`src/rtl/simon_input_conditioner.sv`:
```
// Conditions the Simon board inputs. It synchronizes the raw button and switches, debounces them,
// and turns each accepted button press into a single pattern-clock strobe.
module simon_input_conditioner #(
    parameter int DEBOUNCE_CYCLES = 16
) (
    input  logic       clk,
    input  logic       rst,
    input  logic       btn_raw,
    input  logic [3:0] pattern_raw,
    input  logic       level_raw,
    output logic       pclk,
    output logic [3:0] pattern,
    output logic       level,
    output logic       busy
);

    localparam int CW = $clog2(DEBOUNCE_CYCLES) + 1;
    localparam logic [CW-1:0] CNT_MAX = CW'(DEBOUNCE_CYCLES);

    typedef enum logic [1:0] {
        IDLE      = 2'd0,
        PRESS_CNT = 2'd1,
        HELD      = 2'd2,
        REL_CNT   = 2'd3
    } btn_state_e;

    // ------------------------------------------------------------------
    // Two-flop synchronizers, bit 0 = button, [4:1] = pattern, [5] = level
    // ------------------------------------------------------------------
    logic [5:0] sync1_q, sync1_d;
    logic [5:0] sync2_q, sync2_d;
    logic [1:0] sync_vld_q, sync_vld_d;

    logic       btn_s;
    logic [4:0] sw_s;

    always_comb begin
        sync1_d    = {level_raw, pattern_raw, btn_raw};
        sync2_d    = sync1_q;
        sync_vld_d = {sync_vld_q[0], 1'b1};
    end

    always_ff @(posedge clk or negedge rst) begin
        if (!rst) begin
            sync1_q    <= '0;
            sync2_q    <= '0;
            sync_vld_q <= '0;
        end else begin
            sync1_q    <= sync1_d;
            sync2_q    <= sync2_d;
            sync_vld_q <= sync_vld_d;
        end
    end

    assign btn_s = sync2_q[0];
    assign sw_s  = sync2_q[5:1];

    // ------------------------------------------------------------------
    // Button FSM
    // ------------------------------------------------------------------
    btn_state_e    state_q, state_d;
    logic [CW-1:0] bcnt_q, bcnt_d, bcnt_inc;
    logic          armed_q, armed_d;
    logic          pclk_q, pclk_d;
    logic          busy_q, busy_d;

    assign bcnt_inc = (bcnt_q == CNT_MAX) ? bcnt_q : bcnt_q + CW'(1);

    always_comb begin
        state_d = state_q;
        bcnt_d  = bcnt_q;
        armed_d = armed_q;
        pclk_d  = 1'b0;

        case (state_q)
            IDLE: begin
                bcnt_d = '0;
                // Only a genuine sample (not the reset value of the synchronizer) arms the FSM,
                // so a button held through reset must be released before it counts.
                if (!btn_s && sync_vld_q[1]) begin
                    armed_d = 1'b1;
                end
                if (btn_s && armed_q) begin
                    state_d = PRESS_CNT;
                    bcnt_d  = CW'(1);
                end
            end
            PRESS_CNT: begin
                if (!btn_s) begin
                    state_d = IDLE;
                    bcnt_d  = '0;
                end else if (bcnt_inc == CNT_MAX) begin
                    state_d = HELD;
                    bcnt_d  = '0;
                    pclk_d  = 1'b1;
                end else begin
                    bcnt_d = bcnt_inc;
                end
            end
            HELD: begin
                if (!btn_s) begin
                    state_d = REL_CNT;
                    bcnt_d  = CW'(1);
                end else begin
                    bcnt_d = '0;
                end
            end
            REL_CNT: begin
                if (btn_s) begin
                    state_d = HELD;
                    bcnt_d  = '0;
                end else if (bcnt_inc == CNT_MAX) begin
                    state_d = IDLE;
                    bcnt_d  = '0;
                end else begin
                    bcnt_d = bcnt_inc;
                end
            end
            default: begin
                state_d = IDLE;
                bcnt_d  = '0;
            end
        endcase

        busy_d = (state_d != IDLE);
    end

    always_ff @(posedge clk or negedge rst) begin
        if (!rst) begin
            state_q <= IDLE;
            bcnt_q  <= '0;
            armed_q <= 1'b0;
            pclk_q  <= 1'b0;
            busy_q  <= 1'b0;
        end else begin
            state_q <= state_d;
            bcnt_q  <= bcnt_d;
            armed_q <= armed_d;
            pclk_q  <= pclk_d;
            busy_q  <= busy_d;
        end
    end

    // ------------------------------------------------------------------
    // Switch debounce with freeze while a press is in progress
    // ------------------------------------------------------------------
    logic [4:0]    cand_q, cand_d;
    logic [CW-1:0] scnt_q, scnt_d, scnt_inc;
    logic [3:0]    pattern_q, pattern_d;
    logic          level_q, level_d;

    assign scnt_inc = (scnt_q == CNT_MAX) ? scnt_q : scnt_q + CW'(1);

    always_comb begin
        cand_d    = cand_q;
        scnt_d    = scnt_q;
        pattern_d = pattern_q;
        level_d   = level_q;

        if (busy_q) begin
            // Keep tracking the switches but hold the count at zero, so a full
            // stability window is required once the press has finished.
            cand_d = sw_s;
            scnt_d = '0;
        end else if (sw_s != cand_q) begin
            // The reloading edge is itself the first stable sample of the new value.
            cand_d = sw_s;
            scnt_d = CW'(1);
        end else begin
            scnt_d = scnt_inc;
            if (scnt_inc == CNT_MAX) begin
                {level_d, pattern_d} = cand_q;
            end
        end
    end

    always_ff @(posedge clk or negedge rst) begin
        if (!rst) begin
            cand_q    <= '0;
            scnt_q    <= '0;
            pattern_q <= '0;
            level_q   <= 1'b0;
        end else begin
            cand_q    <= cand_d;
            scnt_q    <= scnt_d;
            pattern_q <= pattern_d;
            level_q   <= level_d;
        end
    end

    assign pclk    = pclk_q;
    assign busy    = busy_q;
    assign pattern = pattern_q;
    assign level   = level_q;

endmodule

```
`config.mk`:
```
export PLATFORM = sky130hd
export DESIGN_NAME = simon_input_conditioner
export DESIGN_NICKNAME = d
export VERILOG_FILES = /design/src/rtl/simon_input_conditioner.sv
export SDC_FILE = /design/constraint.sdc
export NUM_CORES = 1
export LEC_CHECK = 0
export ABC_CLOCK_PERIOD_IN_PS = 2850
export CORE_AREA = 10 10 74 76
export CTS_BUF_LIST = sky130_fd_sc_hd__clkbuf_4 sky130_fd_sc_hd__clkbuf_8
export DETAILED_ROUTE_END_ITERATION = 6
export DIE_AREA = 0 0 84 86
export PLACE_DENSITY = 0.69
export SLEW_MARGIN = 20
export SYNTH_ARGS = -nofsm -noshare
export SYNTH_HDL_FRONTEND = slang
export SYNTH_SLANG_ARGS = --single-unit
export TNS_END_PERCENT = 30
```
`constraint.sdc`:
```
create_clock -name clk -period 2.85 [get_ports clk]
set_clock_uncertainty 0.2 [all_clocks]
set_input_delay 0.4275 -clock clk [delete_from_list [all_inputs] [get_ports clk]]
set_output_delay 0.4275 -clock clk [all_outputs]
set_load 0.05 [all_outputs]
```
After elaboration in Yosys (flattened, before gate mapping)
Cells that the tools add are included.

Logic and storage cells: 54. Bits in registers: 39.

Reduce and logical (&&, ||, !) cells: 8. Bitwise operators: 2. Multiplexer cells: 22. Eq/ne operators: 8. $add $sub $neg: 2.

Operator list (count): $mux W5 (9); $eq A5 B5 Y1 const B (4); $pmux W5 S4 (1); $mux W2 (6); $add A5 B1 Y5 const B (2); $pmux W2 S4 (1); $mux W1 (5); $ne A5 B5 Y1 (1); $eq A2 B2 Y1 const B (2); $reduce_bool A2 Y1 (2); $reduce_and A3 Y1 (1); $eq A2 B1 Y1 const B (1); $logic_and A1 B1 Y1 (2); $logic_not A2 Y1 (1); $not A1 Y1 (2); $reduce_and A2 Y1 (1); $logic_not A1 Y1 (1).

Logic depth before layout (Yosys ltp)
Gate-level depths: netlist of run 1.

Depth in word-level cells: 7. Depth in mapped cells: 7.

Worst setup path after synthesis of run 1
Ideal clock, no wire load.

Path type: register -> register. Start point: register bcnt_q[0]. End point: register state_q[1]. Path buffers: 0. Library setup time: 0.125 ns. Setup slack: 0.825 ns. Stages on the path, launching flop included: 8. Data arrival time: 1.700 ns. Required time: 2.525 ns. Cell sequence: dfrtp_1 -> inv_1 -> ha_1 -> and4bb_4 -> mux2i_1 -> and4_1 -> nand3_2 -> mux2_4.

Cells in the longest elaborated chain, start to end: 6.

RTL lines: from (decl) (line 62) `logic [CW-1:0] bcnt_q, bcnt_d, bcnt_inc;`; from (signal assigned) (line 137) `bcnt_q <= bcnt_d;`; $add A5 B1 Y5 / $eq A5 B5 Y1 (equally long branches) (line 67) `assign bcnt_inc = (bcnt_q == CNT_MAX) ? bcnt_q : bcnt_q + CW'(1);`; $mux W5 (*) (line 67); $eq A5 B5 Y1 (*) (line 92, 112); $mux W2, on equally long branches (line 112, 92); $mux W2, on equally long branches (line 109, 89); $pmux W2 S4 (*) (line 75) `case (state_q)`; net state_d[1] (line 61) `btn_state_e state_q, state_d;`; to (signal assigned) (line 136) `state_q <= state_d;`; to (decl) (line 61).

Mark *: on every way through the listed nets, which the timed path passes. The rest lies on a longest branch. A chain may end at the register's enable or synchronous reset.

Worst setup path in the final report of run 1
Start point: register busy_q (netlist: busy). End point: output busy.

RTL lines: from (decl) (line 65) `logic busy_q, busy_d;`; from (signal assigned) (line 140) `busy_q <= busy_d;`; to (decl) (line 14) `output logic busy`.

No word-level cell between the ends.

==> impl_metrics.json, run 1 <==
{
  "place_hpwl_mm": 1.83,
  "die_w_um": 84,
  "cp-start-kind": "flip-flop",
  "synthFlopType": "dfrtp_1",
  "cp_max_fo": 4,
  "synth-seq-cells": 39,
  "ys_warn_count": 0,
  "postRouteAntennaNets": 0,
  "grt_pass1_wl_mm": 4.49,
  "routabilityCongestion": 0.754,
  "cts.htree.levels": 2,
  "drt_iter0_drc": 83,
  "cts.sinks": 39,
  "diodes": 0,
  "hold_viol_final": 0,
  "drc": 0,
  "clock_latency_ps": 290,
  "grt_max_degree": 40,
  "synth_edf_count": 0,
  "synth_cell_type_count": 33,
  "fin_setup_tns_ps": 0,
  "slowest_delay_ps": 840,
  "reg2regPathDepth": 7,
  "period_minus_slack_ps": 2210,
  "critPathSlowestCell": "clkdlybuf4s50_1",
  "fin_crit_sh_pct": 77.4,
  "grt-ovfl-total": 0,
  "tightest_slew_ps": 829,
  "synth_top_area_share_pct": 62.7,
  "rsz0062_at_grt": "no",
  "layout-drive-gt1-share_pct": 14.2,
  "die_area_sq_um": 7220,
  "synth.yosys.seq_area_share_pct": 62.7,
  "finalNonFillerCells": 184,
  "seq_area_sq_um": 976,
  "synth_area_leaders": "dfrtp_1 63%, xnor2_1 3.9%, ha_1 3.2%",
  "num_rows": 23,
  "area_growth_pct": 17.2,
  "viasPerCell": 4.76,
  "synthesis.area_sq_um": 1560,
  "post_cts_resized": 0,
  "yosysTopAreaCell": "dfrtp_1",
  "start_util_pct": 39.2,
  "crit_family": "buffers and inverters",
  "syn_nets": 129,
  "totalWireLength_mm": 2.49,
  "post_drt_wl_per_cell_um": 13.5,
  "grt_usage_pct": 7.70,
  "cts-root-buf": "clkbuf_8",
  "synth_area_per_cell_sq_um": 13.3,
  "final_util_pct": 46.0,
  "leakagePower_nw": 0.806,
  "final_nets": 145,
  "syn_inst": 117,
  "cts_tree": "yes",
  "power_mw": 1.01,
  "grt_pass1_vias": 997,
  "slew_headroom_pct": 44.8,
  "cts_made_buffers": 5,
  "async_reset_ff_share_pct": 100,
  "outcome": "finished, final reports clean",
  "multi_input_area_sq_um": 544,
  "port_buffers": 14,
  "fillCellCount": 364,
  "vias": 875,
  "path_buf_inv": 1,
  "place_ws_ps": 663,
  "cts.clk_slew.worst_paths_ps": 70,
  "crit_chain": "clkdlybuf4s50_1",
  "yosysMostFrequentCell": "dfrtp_1",
  "fmax_mhz": 453,
  "vdd_drop_max_mv": 0.305,
  "die_h_um": 86,
  "antenna_found_initial": 0,
  "timing.rr.end": "state_q[1]",
  "cts_setup_buffers": 0,
  "ys_top_cells_by_count": "39 x dfrtp_1, 8 x nand3_1, 7 x nor2_1, 7 x xnor2_1",
  "hp-class": "in2async",
  "cts_hold_buf": 0,
  "dpl.cell_count": 176,
  "r2r_start": "bcnt_q[0]",
  "drt-pass1-iter-count": 3,
  "end_kind": "output port",
  "clock_path_buffers": 2,
  "drv_slew": 0,
  "critical_path_class": "reg2out",
  "cp.required_ps": 2220,
  "core_area_sq_um": 3970,
  "io_pins": 15,
  "cap_violations": 0,
  "crit_arrival_ps": 1580,
  "r2r_setup_slack_ps": 660,
  "setup_viol_count_final": 0,
  "layout_setup_ws_ps": 644,
  "p_per_area_nw_per_um2": 555
}
==> sequential cells by signal, indices dropped and copies added, names as in the netlist <==
signal and count:
sync_vld_q 2, sync1_q 6, busy 1, state_q 2, bcnt_q 5, sync2_q 6
pattern 4, cand_q 5, pclk 1, level 1, scnt_q 5, armed_q 1
==> worst register-to-register path, delay by kind of cell, from the launching register on <==
kind                       cells  cell delay [ps]
DFF                            1              400
adders and majority gates      1              170
buffers and inverters          1              100
and+or+nand+nor                3              650
muxes                          2              550
==> layout make-up <==
cell class | count | area share [%]
Timing Repair Buffer | 14 | 7.40
Multi-Input combinational cell | 68 | 29.8
Sequential cell | 39 | 53.5
Clock buffer | 7 | 4.59
Inverter | 5 | 1.03
Tap cell | 50 | 3.43
Clock inverter | 1 | 0.274
==> kinds of logic after synthesis <==
group	share of synthesized area, %
other cells	0.241
simple gates	16.5
compound gates	3.37
buf+inv	2.41
flops	62.7
fa+ha+maj	3.21
mux	5.46
xor+xnor	6.18
==> worst max-delay path by stage <==
stage	startpoint	endpoint	cells past startpoint
floorplan	bcnt_q[0]	state_q[1]	7
global placement	bcnt_q[0]	state_q[1]	7
detailed placement	bcnt_q[0]	state_q[1]	7
CTS	busy	busy	1
global route	bcnt_q[0]	state_q[1]	7
finish	busy	busy	1
==> cell usage in the layout (no fill, tap or decap), types with 2 or more instances in the layout <==
cell,n
clkdlybuf4s50_1,13
nand3_1,8
o21ai_0,2
a21oi_1,4
inv_1,5
nor2b_1,2
mux2_4,2
nand3b_1,2
mux2_1,3
dfrtp_1,39
clkbuf_4,2
clkbuf_8,5
nand2_1,4
nor2_1,7
ha_1,4
nor3b_1,2
xor2_1,4
xnor2_1,7
==> metrics by stage <==
step	cell area (sq um)	hold slack, ps
global route	1830	94.3
detailed placement	1740	135
floorplan	1560	-68.1
global placement	1740	132
CTS	1830	68.1
finish	1830	37.9
==> metal layers <==
layer / global-route usage, % / part of all wire [%] / routed length [um]
met1: 7.77 / 43 / 1060
met2: 12.5 / 49 / 1230
met3: 4.64 / 6.5 / 161
met4: 3.65 / 1.5 / 38
met5: 0 / 0 / 0
==> where the power goes <==
| part | leakage (nW) | total [mW] | internal [mW] | switching, mW |
|---|---|---|---|---|
| sequential | 0.487 | 0.586 | 0.572 | 0.0145 |
| clock | 0.0491 | 0.370 | 0.191 | 0.179 |
| combinational | 0.270 | 0.0581 | 0.0246 | 0.0335 |
Power figures use the tool's default switching activity.
==> run 2: changes to the inputs <==
--- a/config.mk
+++ b/config.mk
@@ -5,7 +5,7 @@
 export SDC_FILE = /design/constraint.sdc
 export NUM_CORES = 1
 export LEC_CHECK = 0
-export ABC_CLOCK_PERIOD_IN_PS = 2850
+export ABC_CLOCK_PERIOD_IN_PS = 2100
 export CORE_AREA = 10 10 74 76
 export CTS_BUF_LIST = sky130_fd_sc_hd__clkbuf_4 sky130_fd_sc_hd__clkbuf_8
 export DETAILED_ROUTE_END_ITERATION = 6
==> constraint.sdc (replaced) <==
create_clock -name clk -period 2.1 [get_ports clk]
set_clock_uncertainty 0.2 [all_clocks]
set_input_delay 0.315 -clock clk [delete_from_list [all_inputs] [get_ports clk]]
set_output_delay 0.315 -clock clk [all_outputs]
set_load 0.05 [all_outputs]
==> impl_metrics.json, run 2 (synthesis gave the netlist of run 1 again) <==
{
  "outcome": "complete, but fails checks",
  "violations": "negative setup slack",
  "drv_slew": 0,
  "num_rows": 23,
  "port_buffers": 14,
  "cts.sinks": 39,
  "slew_headroom_pct": 66.2,
  "grt_pass1_vias": 1025,
  "core_area_sq_um": 3970,
  "place_hpwl_mm": 1.94,
  "fmax_mhz": 475,
  "antenna_found_initial": 0,
  "reg2regPathDepth": 7,
  "post_drt_wl_per_cell_um": 14.1,
  "grt_max_degree": 40,
  "drt-pass1-iter-count": 4,
  "crit_arrival_ps": 2070,
  "layout-drive-gt1-share_pct": 23.7,
  "r2r_start": "bcnt_q[1]",
  "p_per_area_nw_per_um2": 709,
  "totalWireLength_mm": 2.67,
  "end_kind": "flip-flop",
  "die_h_um": 86,
  "area_growth_pct": 22.0,
  "leakagePower_nw": 0.841,
  "final_cell_mix": "39 x dfrtp_1, 12 x clkdlybuf4s50_1",
  "crit_path_start": "bcnt_q[1]",
  "vdd_drop_max_mv": 0.455,
  "diodes": 0,
  "routabilityCongestion": 0.748,
  "grt_pass1_wl_mm": 4.67,
  "die_w_um": 84,
  "cap_violations": 0,
  "r2r_setup_slack_ps": -6,
  "final_common_cell": "dfrtp_1",
  "cts_tree": "yes",
  "critical_path_class": "reg2reg",
  "setup_viol_count_final": 1,
  "period_minus_slack_ps": 2110,
  "worstSetupEndpoint": "state_q[1]",
  "cp.required_ps": 2060,
  "power_mw": 1.35,
  "clock_path_buffers": 2,
  "hold_viol_final": 0,
  "cp-start-kind": "flip-flop",
  "final_nets": 152,
  "clock_latency_ps": 280,
  "cts_made_buffers": 5,
  "cp_max_fo": 3,
  "drt_iter0_drc": 41,
  "cts.htree.levels": 2,
  "die_area_sq_um": 7220,
  "cts.clk_slew.worst_paths_ps": 60,
  "fin_setup_tns_ps": -6.01,
  "tightest_slew_ps": 505,
  "rsz0062_at_grt": "yes",
  "start_util_pct": 39.2,
  "io_pins": 15,
  "cts-root-buf": "clkbuf_8",
  "layout_setup_ws_ps": -6.01,
  "grt_usage_pct": 7.89,
  "reg.largest.list": "sync1_q: 6 flops, sync2_q: 6 flops",
  "hp-class": "reg2reg",
  "grt-ovfl-total": 0,
  "vias": 930,
  "fin_crit_sh_pct": 100,
  "viasPerCell": 4.92,
  "fillCellCount": 366,
  "drc": 0,
  "timing.rr.end": "state_q[1]",
  "postRouteAntennaNets": 0
}
run 2: cell types whose count changed in the layout (fill, tap and decap cells not counted), moves of 2 or more:
| cell | change |
|---|---|
| ha_1 | -3 |
| buf_4 | +7 |
| inv_1 | -2 |
| ha_2 | +2 |
| inv_2 | +2 |
run 2: metrics by stage:
stage	cells	hold slack [ps]	area [sq um]	utilization (%)	setup WS (ps)
3_5_place_dp	179	136	1760	44.2	-50.5
2_1_floorplan	117	-181	1560	-	75.1
4_1_cts	188	152	1880	47.2	27.4
3_3_place_gp	179	133	1760	44.2	48.8
6_report	189	148	1900	47.9	-6.01
5_1_grt	189	158	1900	47.9	-96.8
run 2: routing by layer:
layer | GRT usage, % | vias to the layer above | share of wire (%)
li1 | - | 433 | -
met1 | 7.93 | 468 | 39
met2 | 13.8 | 23 | 53
met3 | 3.88 | 6 | 5.6
met4 | 3.04 | 0 | 1.9
met5 | 0 | - | 0
run 2: power breakdown:
part,leakage (nW),switching (mW),internal (mW)
logic,0.314,0.0558,0.0507
registers,0.487,0.0179,0.777
clock network,0.0406,0.213,0.234
total,0.841,0.286,1.06
run 2: layout make-up:
cell class                      instances  area [sq um]  share of cell area, %
Tap cell                               50          62.6                   3.29
Timing Repair Buffer                   21           188                   9.87
Multi-Input combinational cell         68           579                   30.5
Sequential cell                        39           976                   51.3
Clock buffer                            6          76.3                   4.02
Inverter                                5          18.8                  0.987
run 2: repair_timing:
action | 4_1_cts | 5_1_grt
hold endpoints to repair | 39 | 0
pin swaps | 0 | 2
setup buffers | 2 | 1
hold buffers | 1 | 0
setup endpoints to repair | 4 | 8
gates resized for setup | 4 | 6
run 2: worst max-delay path: stages (launching register included):
cell	delay (ps)
dfrtp_1	400
inv_2	80
ha_4	130
and4bb_4	270
mux2i_2	240
and4_1	250
nand3_2	120
mux2_4	310
run 2: worst min path at each step:
stage / endpoint / startpoint / slack [ps] / cells past startpoint
after floorplan: armed_q / rst / -180 / 0
after global placement: sync_vld_q[1] / sync_vld_q[0] / 130 / 0
after detailed placement: sync2_q[5] / sync1_q[5] / 140 / 0
after CTS: sync2_q[4] / sync1_q[4] / 150 / 0
after global routing: sync2_q[4] / sync1_q[4] / 160 / 0
final: sync2_q[4] / sync1_q[4] / 150 / 0
==> edit 1, RTL diff (config.mk and constraints of run 2) <==
Put one more register stage on the output `pattern`, without a reset. The value now appears one clock later. The other outputs are not delayed to match.
--- a/src/rtl/simon_input_conditioner.sv
+++ b/src/rtl/simon_input_conditioner.sv
@@ -191,5 +191,7 @@
     assign pclk    = pclk_q;
     assign busy    = busy_q;
-    assign pattern = pattern_q;
+    always_ff @(posedge clk) begin
+        pattern <= pattern_q;
+    end
     assign level   = level_q;
 
Function: same outputs for any inputs over 10 cycles, from zero or initial values and one cycle with rst low; that may be too few to reach the edited logic, so the function may still have changed.
==> edit 1 against run 2 <==
- the run still ends with negative setup slack left
- wire length fell by 1.3%
- sequential power increased by 9.4%
- sequential cell count increased by 4
- non-clock buffer count grew 4
- die area unchanged
- global-route usage shrank 0.22 points
- synthesized area increased by 5.1%
- total power is 21% higher
- design area grew 8.2%
- worst setup slack got worse by 22 ps
- first-iteration DRC count is 24% higher
- critical endpoint unchanged
- largest power group unchanged
==> edit 1: results <==
group,metric,value,unit
setup_path,arrival,2110,ps
detailed_routing,drt-met1-wl,1.08,mm
run_status,failed_checks,"negative setup slack",
timing,final-setup-viol-count,1,
placed_design,place_area,0.00183,mm2
yosys,synth.avg_cell_area,13.5,um2
global_routing,grt_pass1_wl,4.43,mm
global_routing,grt_usage,7.67,%
global_routing,met3_usage,4.45,%
hold_path,min-delay-start,"sync1_q[1]$_DFF_PN0_",
timing,maxSlewHeadroom,66.3,%
run_status,status,"complete, but fails checks",
finish,nets,160,
power_and_ir_drop,internal_power,1.29,mW
cts,cts-resized-gates,5,
detailed_routing,initialDrtViolationCount,51,
timing,whs,151,ps
global_routing,use_met1,7.53,%
global_routing,use_met2,12.7,%
placed_design,finalWeightedCongestion,0.772,
hold_path,min_delay_worst_endpoint,"sync2_q[1]$_DFF_PN0_",
yosys,synthTopCellsByArea,"dfrtp_1 (60%), dfxtp_1 (4.9%), xnor2_1 (3.7%), ha_1 (3.1%), nand3_1 (2.4%)",
yosys,async_reset_ff_share,90.7,%
timing,fin_ws,-27.6,ps
placed_design,dp_hpwl,1.82,mm
edit 1: kinds of logic (layout without fill, tap and decap cells):
kind of cell	Yosys count	in the layout	synth area share (%)
other cells	1	1	0.229
fa+ha+maj	4	4	3.06
flops	43	43	64.5
xor+xnor	11	11	5.88
mux	7	7	5.19
compound gates	9	9	3.21
simple gates	36	36	15.7
buf+inv	10	38	2.29
edit 1: area by class of cell:
class                      count  area [um2]
clock buffer                   6        82.6
clock inverter                 2        35.0
fill                         333        1910
inverter                       5        18.8
multi-input combinational     68         583
sequential                    43        1060
tap                           50        62.6
timing repair buffer          25         218
edit 1: power groups by stage:
stage / Combinational [mW] / Clock (mW) / Sequential (mW)
2_1_floorplan: 0.0432 / 0 / 0.887
3_3_place_gp: 0.0816 / 0 / 0.886
3_5_place_dp: 0.0855 / 0 / 0.888
4_1_cts: 0.0992 / 0.670 / 0.870
5_1_grt: 0.127 / 0.709 / 0.874
6_report: 0.115 / 0.646 / 0.870
==> edit 2, RTL diff (settings of run 2) <==
Made on the original files. The parameter `DEBOUNCE_CYCLES` goes from 16 to 32.
--- a/src/rtl/simon_input_conditioner.sv
+++ b/src/rtl/simon_input_conditioner.sv
@@ -2,5 +2,5 @@
 // and turns each accepted button press into a single pattern-clock strobe.
 module simon_input_conditioner #(
-    parameter int DEBOUNCE_CYCLES = 16
+    parameter int DEBOUNCE_CYCLES = 32
 ) (
     input  logic       clk,
Formal check against the unedited RTL: same outputs for any inputs over 10 cycles, from zero or initial values and one cycle with rst low; that may be too few to reach the edited logic, so the function may still have changed.
==> edit 2 against run 2 <==
- the flow still finishes with violations (negative setup slack)
- synthesized cell count increased by 14%
- die area unchanged
- sequential power increased by 4.7%
- synthesized area increased by 6.3%
- via count increased by 9.7%
- wire length increased by 5.2%
- sequential share of layout area decreased by 2.0 points
- sequential cell count increased by 2
- design area increased by 9.7%
- total power increased by 8.9%
- combinational power decreased by 14%
- clock power increased by 22%
- worst setup slack got worse by 130 ps
==> edit 2: results <==
group,metric,value,unit
yosys,syn_nets,145,
placed_design,place_area,0.00191,mm2
hold_path,min_delay_worst_endpoint,"sync2_q[5]$_DFF_PN0_",
timing,final-setup-viol-count,5,
cts,post_cts_buffers,1,
power_and_ir_drop,vdd_drop_max,0.000595,V
finish,buffers_excl_clock,27,
global_routing,grt_usage,7.92,%
setup_path,arrival,2210,ps
finish,fill_cells,330,
setup_path,r2r-start,"scnt_q[1]$_DFF_PN0_",
finish,multi_input_area_share,30.4,%
placed_design,dp_hpwl,2.00,mm
setup_path,cp_max_fo,5,
run_status,status,"complete, but fails checks",
yosys,synthDistinctLibCells,28,
detailed_routing,wl_met2,1.49,mm
global_routing,grt_max_degree,42,
detailed_routing,wl_met3,86,um
setup_path,crit_family,"compound AO/OA/AOI/OAI gates",
global_routing,grt_pass1_vias,1084,
finish,buf_share,11.3,%
detailed_routing,initialDrtViolationCount,57,
setup_path,slowest_stage,"dfrtp_2",
timing,fin_ws,-141,ps
finish,nNonClkInverters,6,
detailed_routing,wl_per_cell,13.3,um
die,initial_core_util,41.7,%
yosys,synth-seq-cells,41,
finish,clk_share,4.86,%
yosys,synthTopCellsByArea,"dfrtp_1 (62%), xor2_1 (6.3%), mux2_2 (4.1%), ha_1 (3.0%), nor2_1 (2.9%)",
finish,nets,172,
run_status,failed_checks,"negative setup slack",
finish,drive_gt1_share,27.3,%
yosys,ys_top_cells_by_count,"dfrtp_1 (41), nor2_1 (13), xor2_1 (12)",
timing,whs,152,ps
power_and_ir_drop,p_leak,0.923,nW
## edit 2: where the power goes
group / switching (mW) / internal [mW]
registers: 0.0176 / 0.815
clock network: 0.246 / 0.297
logic: 0.0503 / 0.0420
total: 0.314 / 1.15
## edit 2: logic make-up (layout without fill, tap and decap cells)
logic type / after synthesis / after routing / synth area share (%)
mux: 6 / 6 / 4.08
xor+xnor: 16 / 16 / 8.47
fa+ha+maj: 4 / 4 / 3.02
simple gates: 43 / 43 / 13.9
flops: 41 / 41 / 62.0
compound gates: 9 / 9 / 4.91
other cells: 1 / 1 / 0.227
buf+inv: 13 / 41 / 3.40
## edit 2: per-stage QoR
step	std cells	utilization [%]
final	211	52.5
after global placement	201	48.1
after detailed placement	201	48.1
after CTS	211	51.3
after global routing	211	52.5
after floorplan	133	-
## edit 2: worst register-to-register path: cells and delay by family (launching register included)
family	cells	cell delay (ps)
compound gates	3	650
flops	1	450
mux	1	340
buf+inv	1	200
fa+ha+maj	1	190
simple gates	1	110
